**src/rtl/or16_accum.sv**
```systemverilog
// or16_accum: ORs a programmed number of upstream words into one summary word.
// A start command opens a frame of len words. Each word accepted over the
// in_valid/in_ready handshake is ORed into an accumulator. When the frame
// ends (last beat or flush), the summary word and the beat count are offered
// downstream over out_valid/out_ready. The summary stays held until it is taken.
// Handshake outputs and result outputs come straight from flops.
module or16_accum #(
    parameter int WIDTH = 16,
    parameter int CNT_W = 8
) (
    input  logic             clk,
    input  logic             rst_n,
    input  logic             start,
    input  logic [CNT_W-1:0] len,
    input  logic             flush,
    input  logic             in_valid,
    output logic             in_ready,
    input  logic [WIDTH-1:0] in_data,
    output logic             out_valid,
    input  logic             out_ready,
    output logic [WIDTH-1:0] out_data,
    output logic [CNT_W-1:0] out_count,
    output logic             busy
);

    typedef enum logic [1:0] {
        ST_IDLE  = 2'd0,
        ST_ACCUM = 2'd1,
        ST_DONE  = 2'd2
    } state_t;

    localparam logic [CNT_W-1:0] CNT_ZERO = {CNT_W{1'b0}};
    localparam logic [CNT_W-1:0] CNT_ONE  = {{(CNT_W-1){1'b0}}, 1'b1};
    localparam logic [WIDTH-1:0] DATA_ZERO = {WIDTH{1'b0}};

    state_t           state_r;
    state_t           state_nx_s;
    logic [WIDTH-1:0] acc_r;
    logic [WIDTH-1:0] acc_nx_s;
    logic [CNT_W-1:0] count_r;
    logic [CNT_W-1:0] count_nx_s;
    logic [CNT_W-1:0] remaining_r;
    logic [CNT_W-1:0] remaining_nx_s;
    logic [WIDTH-1:0] out_data_r;
    logic [WIDTH-1:0] out_data_nx_s;
    logic [CNT_W-1:0] out_count_r;
    logic [CNT_W-1:0] out_count_nx_s;
    logic             in_ready_r;
    logic             in_ready_nx_s;
    logic             out_valid_r;
    logic             out_valid_nx_s;
    logic             busy_r;
    logic             busy_nx_s;

    logic             beat_s;
    logic [WIDTH-1:0] acc_or_s;
    logic [CNT_W-1:0] count_inc_s;
    logic [CNT_W-1:0] remaining_dec_s;
    logic             last_beat_s;

    // A beat needs ACCUM and a valid word; in_ready_r is high only in ACCUM.
    assign beat_s          = in_valid & in_ready_r & (state_r == ST_ACCUM);
    assign acc_or_s        = acc_r | in_data;
    assign count_inc_s     = count_r + CNT_ONE;
    assign remaining_dec_s = remaining_r - CNT_ONE;
    assign last_beat_s     = beat_s & (remaining_r == CNT_ONE);

    // Next-state, datapath and registered-output decode.
    always_comb begin
        state_nx_s     = state_r;
        acc_nx_s       = acc_r;
        count_nx_s     = count_r;
        remaining_nx_s = remaining_r;
        out_data_nx_s  = out_data_r;
        out_count_nx_s = out_count_r;

        case (state_r)
            ST_IDLE: begin
                if (start) begin
                    acc_nx_s       = DATA_ZERO;
                    count_nx_s     = CNT_ZERO;
                    remaining_nx_s = len;
                    if (len != CNT_ZERO) begin
                        state_nx_s = ST_ACCUM;
                    end else begin
                        // An empty frame goes straight to DONE with a zero result.
                        state_nx_s     = ST_DONE;
                        out_data_nx_s  = DATA_ZERO;
                        out_count_nx_s = CNT_ZERO;
                    end
                end else begin
                    state_nx_s = ST_IDLE;
                end
            end

            ST_ACCUM: begin
                if (beat_s) begin
                    acc_nx_s       = acc_or_s;
                    count_nx_s     = count_inc_s;
                    remaining_nx_s = remaining_dec_s;
                end else begin
                    acc_nx_s       = acc_r;
                    count_nx_s     = count_r;
                    remaining_nx_s = remaining_r;
                end

                if (last_beat_s || flush) begin
                    // Capture the result on the way into DONE. A coincident beat is included.
                    state_nx_s     = ST_DONE;
                    out_data_nx_s  = beat_s ? acc_or_s : acc_r;
                    out_count_nx_s = beat_s ? count_inc_s : count_r;
                end else begin
                    state_nx_s = ST_ACCUM;
                end
            end

            ST_DONE: begin
                if (out_ready) begin
                    state_nx_s = ST_IDLE;
                end else begin
                    state_nx_s = ST_DONE;
                end
            end

            default: begin
                state_nx_s = ST_IDLE;
            end
        endcase

        // Outputs are decoded from the next state and then registered,
        // so they depend only on flops in the cycle where they are seen.
        in_ready_nx_s  = (state_nx_s == ST_ACCUM);
        out_valid_nx_s = (state_nx_s == ST_DONE);
        busy_nx_s      = (state_nx_s != ST_IDLE);
    end

    // State, datapath and output registers. Reset clears everything.
    always_ff @(posedge clk or negedge rst_n) begin
        if (!rst_n) begin
            state_r     <= ST_IDLE;
            acc_r       <= DATA_ZERO;
            count_r     <= CNT_ZERO;
            remaining_r <= CNT_ZERO;
            out_data_r  <= DATA_ZERO;
            out_count_r <= CNT_ZERO;
            in_ready_r  <= 1'b0;
            out_valid_r <= 1'b0;
            busy_r      <= 1'b0;
        end else begin
            state_r     <= state_nx_s;
            acc_r       <= acc_nx_s;
            count_r     <= count_nx_s;
            remaining_r <= remaining_nx_s;
            out_data_r  <= out_data_nx_s;
            out_count_r <= out_count_nx_s;
            in_ready_r  <= in_ready_nx_s;
            out_valid_r <= out_valid_nx_s;
            busy_r      <= busy_nx_s;
        end
    end

    assign in_ready  = in_ready_r;
    assign out_valid = out_valid_r;
    assign out_data  = out_data_r;
    assign out_count = out_count_r;
    assign busy      = busy_r;

endmodule

```
**config.mk**
```make
export PLATFORM = sky130hd
export DESIGN_NAME = or16_accum
export DESIGN_NICKNAME = d
export VERILOG_FILES = /design/src/rtl/or16_accum.sv
export SDC_FILE = /design/constraint.sdc
export NUM_CORES = 1
export LEC_CHECK = 0
export BUFFER_PORTS_ARGS = -buffer_cell sky130_fd_sc_hd__buf_2
export CAP_MARGIN = 0
export CORE_ASPECT_RATIO = 2
export CORE_MARGIN = 4
export CORE_UTILIZATION = 55
export CTS_CLUSTER_SIZE = 14
export DETAILED_ROUTE_END_ITERATION = 8
export GPL_TIMING_DRIVEN = 0
export PLACE_DENSITY = 0.8
export SETUP_SLACK_MARGIN = 0.5
export SYNTH_ARGS = -nofsm -noshare
export SYNTH_HDL_FRONTEND = slang
export SYNTH_SLANG_ARGS = --single-unit
```
**constraint.sdc**
```tcl
create_clock -name clk -period 2 [get_ports clk]
set_input_delay 0.3 -clock clk [delete_from_list [all_inputs] [get_ports clk]]
set_output_delay 0.3 -clock clk [all_outputs]
set_load 0.05 [all_outputs]
```
==> results.txt <==
kind of path behind the tightest hold check -> input pin to asynchronous set/reset pin
fraction of synthesis flops using an asynchronous set or reset pin -> 1.00
height of the die -> 110 um
met2 WL post-DR -> 4.98 mm
WHS -> 0.0217 ns
number of buffers inserted by hold repair at cts -> 0
DR WL met3 -> 452 um
via-per-instance ratio -> 6.16
maximum vdd drop -> 1230 uV
CTS tree -> built
peak fanout along the critical path -> 6
antenna cell count -> 0
critical path capture point type -> flop
clock latency of the later-clocked register in the worst-skew pair -> 0.34 ns
root buf cell -> sky130_fd_sc_hd__clkbuf_8
count of warnings emitted by yosys -> 0
overall via count from detail_route -> 2764
Placeable Area -> 0.00514 mm^2
arrival time of the worst setup path -> 1.93 ns
number of rows created at floorplan -> 37
max-capacitance violation count -> 0
total overflow reported by the global router -> 0
Total Routing Usage GR -> 0.278
number of different library cells in the post-synthesis netlist -> 45
width of the die -> 59.2 um
most used flip-flop cell after synthesis -> sky130_fd_sc_hd__dfrtp_1
number of flip-flops and latches in the synthesized netlist -> 61
number of antenna-violating nets in the routed design -> 0
sum of routed wire segments on met1 -> 2.98 mm
Routed WL -> 8.93 mm
initial DRC count -> 211
die footprint -> 0.00654 mm^2
fin. max-slew vios -> 0
DRC violations left -> 0
type of the setup path with the least slack -> flop to flop
weighted congestion reported at the end of routability-driven placement -> 0.871
final-report hold violation count -> 0
initial core utilization -> 0.562
synthesized area per cell -> 9.92 um^2
fraction of post-synthesis cell area in the top cell type by area -> 0.529
input/output buffers -> 56
wire length of the first global-routing pass -> 13.7 mm
Layout area overhead -> 39.8%
cell count after synthesis -> 291
fmax -> 586 MHz
number of primary I/O pins -> 57
Fillers -> 337
fraction of layout cells with a size suffix above 1 -> 0.437
number of global-route vias before repair -> 2892
library cell occupying the most area in the post-synthesis netlist -> sky130_fd_sc_hd__dfrtp_1
number of nets in the final layout -> 419
final-report setup violation count -> 0
headroom to the max-slew limit -> 0.491
fin crit share -> 0.853
power per cell area -> 1580 mW/mm^2
EDFF count, synth -> 0
net count of the mapped netlist -> 324
register clock-pin slew on the reported worst setup and hold paths -> 0.07 ns
first-pass iteration count of the detailed router -> 4
average detailed-routed wire length per instance -> 19.9 um
worst clock skew -> 0.00495 ns
estimated wirelength of the detail-placed design -> 5.40 mm
post-synthesis cell area -> 0.00289 mm^2
TritonCTS buffer count -> 9
largest net degree at the start of global routing -> 62
proportion of synthesized chip area in sequential cells -> 0.529
Highest Signal Layer -> met4
antenna violations before repair -> 0
Design Power -> 6.37 mW
unrepaired setup endpoints after global routing -> true
Max clock buf depth -> 2
run status -> complete, no violations
CP startpoint kind -> flop
leading cell types by total area after synthesis -> sky130_fd_sc_hd__dfrtp_1 (53%), sky130_fd_sc_hd__a21oi_1 (7.1%), sky130_fd_sc_hd__o21ai_0 (6.8%)
static power due to leakage -> 1.88 nW
clk sink count -> 61
data required time at the worst endpoint -> 2.22 ns
time the final worst path needs with I/O delays and setup -> 1.71 ns
CTS HTree Levels -> 3
Worst Tran Pin Value -> 0.764 ns
[state kept, by name, summed over array words and instances, names as in the netlist]
register     count
state_r          2
busy             1
in_ready         1
count_r          8
acc_r           16
remaining_r      8
out_count        8
out_valid        1
out_data        16
[metal layers]
metal | vias up | global-route usage
met5 | - | 0
met4 | 0 | 0.163
met3 | 43 | 0.0573
met2 | 115 | 0.481
met1 | 1351 | 0.291
li1 | 1255 | -
[cell families after synthesis]
logic type,after synthesis,synth area share
buffers and inverters,24,0.0373
xor gates and xnor gates,7,0.0212
and+or+nand+nor,67,0.122
muxes,6,0.0225
AOI/OAI and AO/OA,123,0.255
adders and majority gates,3,0.0130
DFF,61,0.529
[synth_stat cells, types with 2 or more instances]
library cell / number
sky130_fd_sc_hd__inv_1: 3
sky130_fd_sc_hd__xnor2_1: 2
sky130_fd_sc_hd__a22o_1: 5
sky130_fd_sc_hd__o211ai_1: 24
sky130_fd_sc_hd__nand3_1: 4
sky130_fd_sc_hd__a22oi_1: 2
sky130_fd_sc_hd__nand2b_1: 4
sky130_fd_sc_hd__ha_1: 3
sky130_fd_sc_hd__dfrtp_1: 61
sky130_fd_sc_hd__nand4_1: 3
sky130_fd_sc_hd__a21oi_1: 41
sky130_fd_sc_hd__o21ai_1: 2
sky130_fd_sc_hd__xor2_1: 5
sky130_fd_sc_hd__clkbuf_1: 10
sky130_fd_sc_hd__buf_1: 2
sky130_fd_sc_hd__mux2i_1: 2
sky130_fd_sc_hd__nor2_1: 29
sky130_fd_sc_hd__nor4_1: 3
sky130_fd_sc_hd__nand2_1: 8
sky130_fd_sc_hd__nor3_1: 4
sky130_fd_sc_hd__buf_2: 8
sky130_fd_sc_hd__mux2_2: 4
sky130_fd_sc_hd__o2bb2ai_1: 2
sky130_fd_sc_hd__o21ai_0: 39
[metrics by stage]
stage               instance area (um^2)  setup WS (ns)  instances  setup TNS [ns]   util
floorplan                           2940          0.363        291               0      -
global placement                    3290         -0.139        405           -2.20  0.640
detailed placement                  3290         -0.165        405           -2.48  0.640
CTS                                 3850          0.315        441               0  0.750
global route                        4040          0.276        449               0  0.786
finish                              4040          0.294        449               0  0.786
[worst max-delay path: stages, from the launching register on]
cell and delay, ns:
sky130_fd_sc_hd__dfrtp_1 0.54, sky130_fd_sc_hd__nor2_1 0.12, sky130_fd_sc_hd__a41oi_4 0.34, sky130_fd_sc_hd__nand2b_4 0.27, sky130_fd_sc_hd__mux2_4 0.31
[worst paths after layout]
kind	startpoint	to	slack, ns	cells past startpoint
max in group asynchronous	rst_n	state_r[0]	1.44	1
min in group clk	out_ready	busy	0.16	2
setup reg to reg	remaining_r[4]	out_count[7]	0.29	4
hold reg to reg	acc_r[15]	acc_r[15]	0.50	2
setup / recovery	remaining_r[4]	out_count[7]	0.29	4
hold / removal	rst_n	remaining_r[2]	0.02	1
[placed cells by master (no fill, tap or decap), drive strengths merged, types with 4 or more instances in the layout]
cell type / netlist / final
mux2: 4 / 4
a21oi: 41 / 41
nor3: 4 / 4
o211ai: 24 / 24
a22o: 5 / 5
buf: 11 / 97
nor2: 30 / 30
o21ai: 42 / 42
nand2: 8 / 8
nand3: 4 / 4
xor2: 5 / 5
clkbuf: 10 / 20
nand2b: 5 / 5
nor4: 4 / 4
dfrtp: 61 / 61
[report_power, final]
part	internal [mW]	switching [mW]
registers	1.64	0.349
logic	1.17	1.97
clock network	0.766	0.477
[area by class of cell]
class                           count  area, um^2  share of cell area
Multi-Input combinational cell    206        1480               0.367
Timing Repair Buffer               84         533               0.132
Inverter                            3        11.3             0.00279
Clock buffer                       12         155              0.0384
Buffer                             21         179              0.0443
Clock inverter                      4        70.1              0.0174
Tap cell                           58        72.6              0.0180
Sequential cell                    61        1530               0.380
[what timing repair did]
action / in CTS / in global routing
endpoints found under the hold margin: 0 / 0
setup buffers: 19 / 7
endpoints found under the setup margin: 50 / 56
cloned: 1 / 1
gates resized for setup: 69 / 39
pin swaps: 24 / 16
Power figures use the tool's default switching activity.
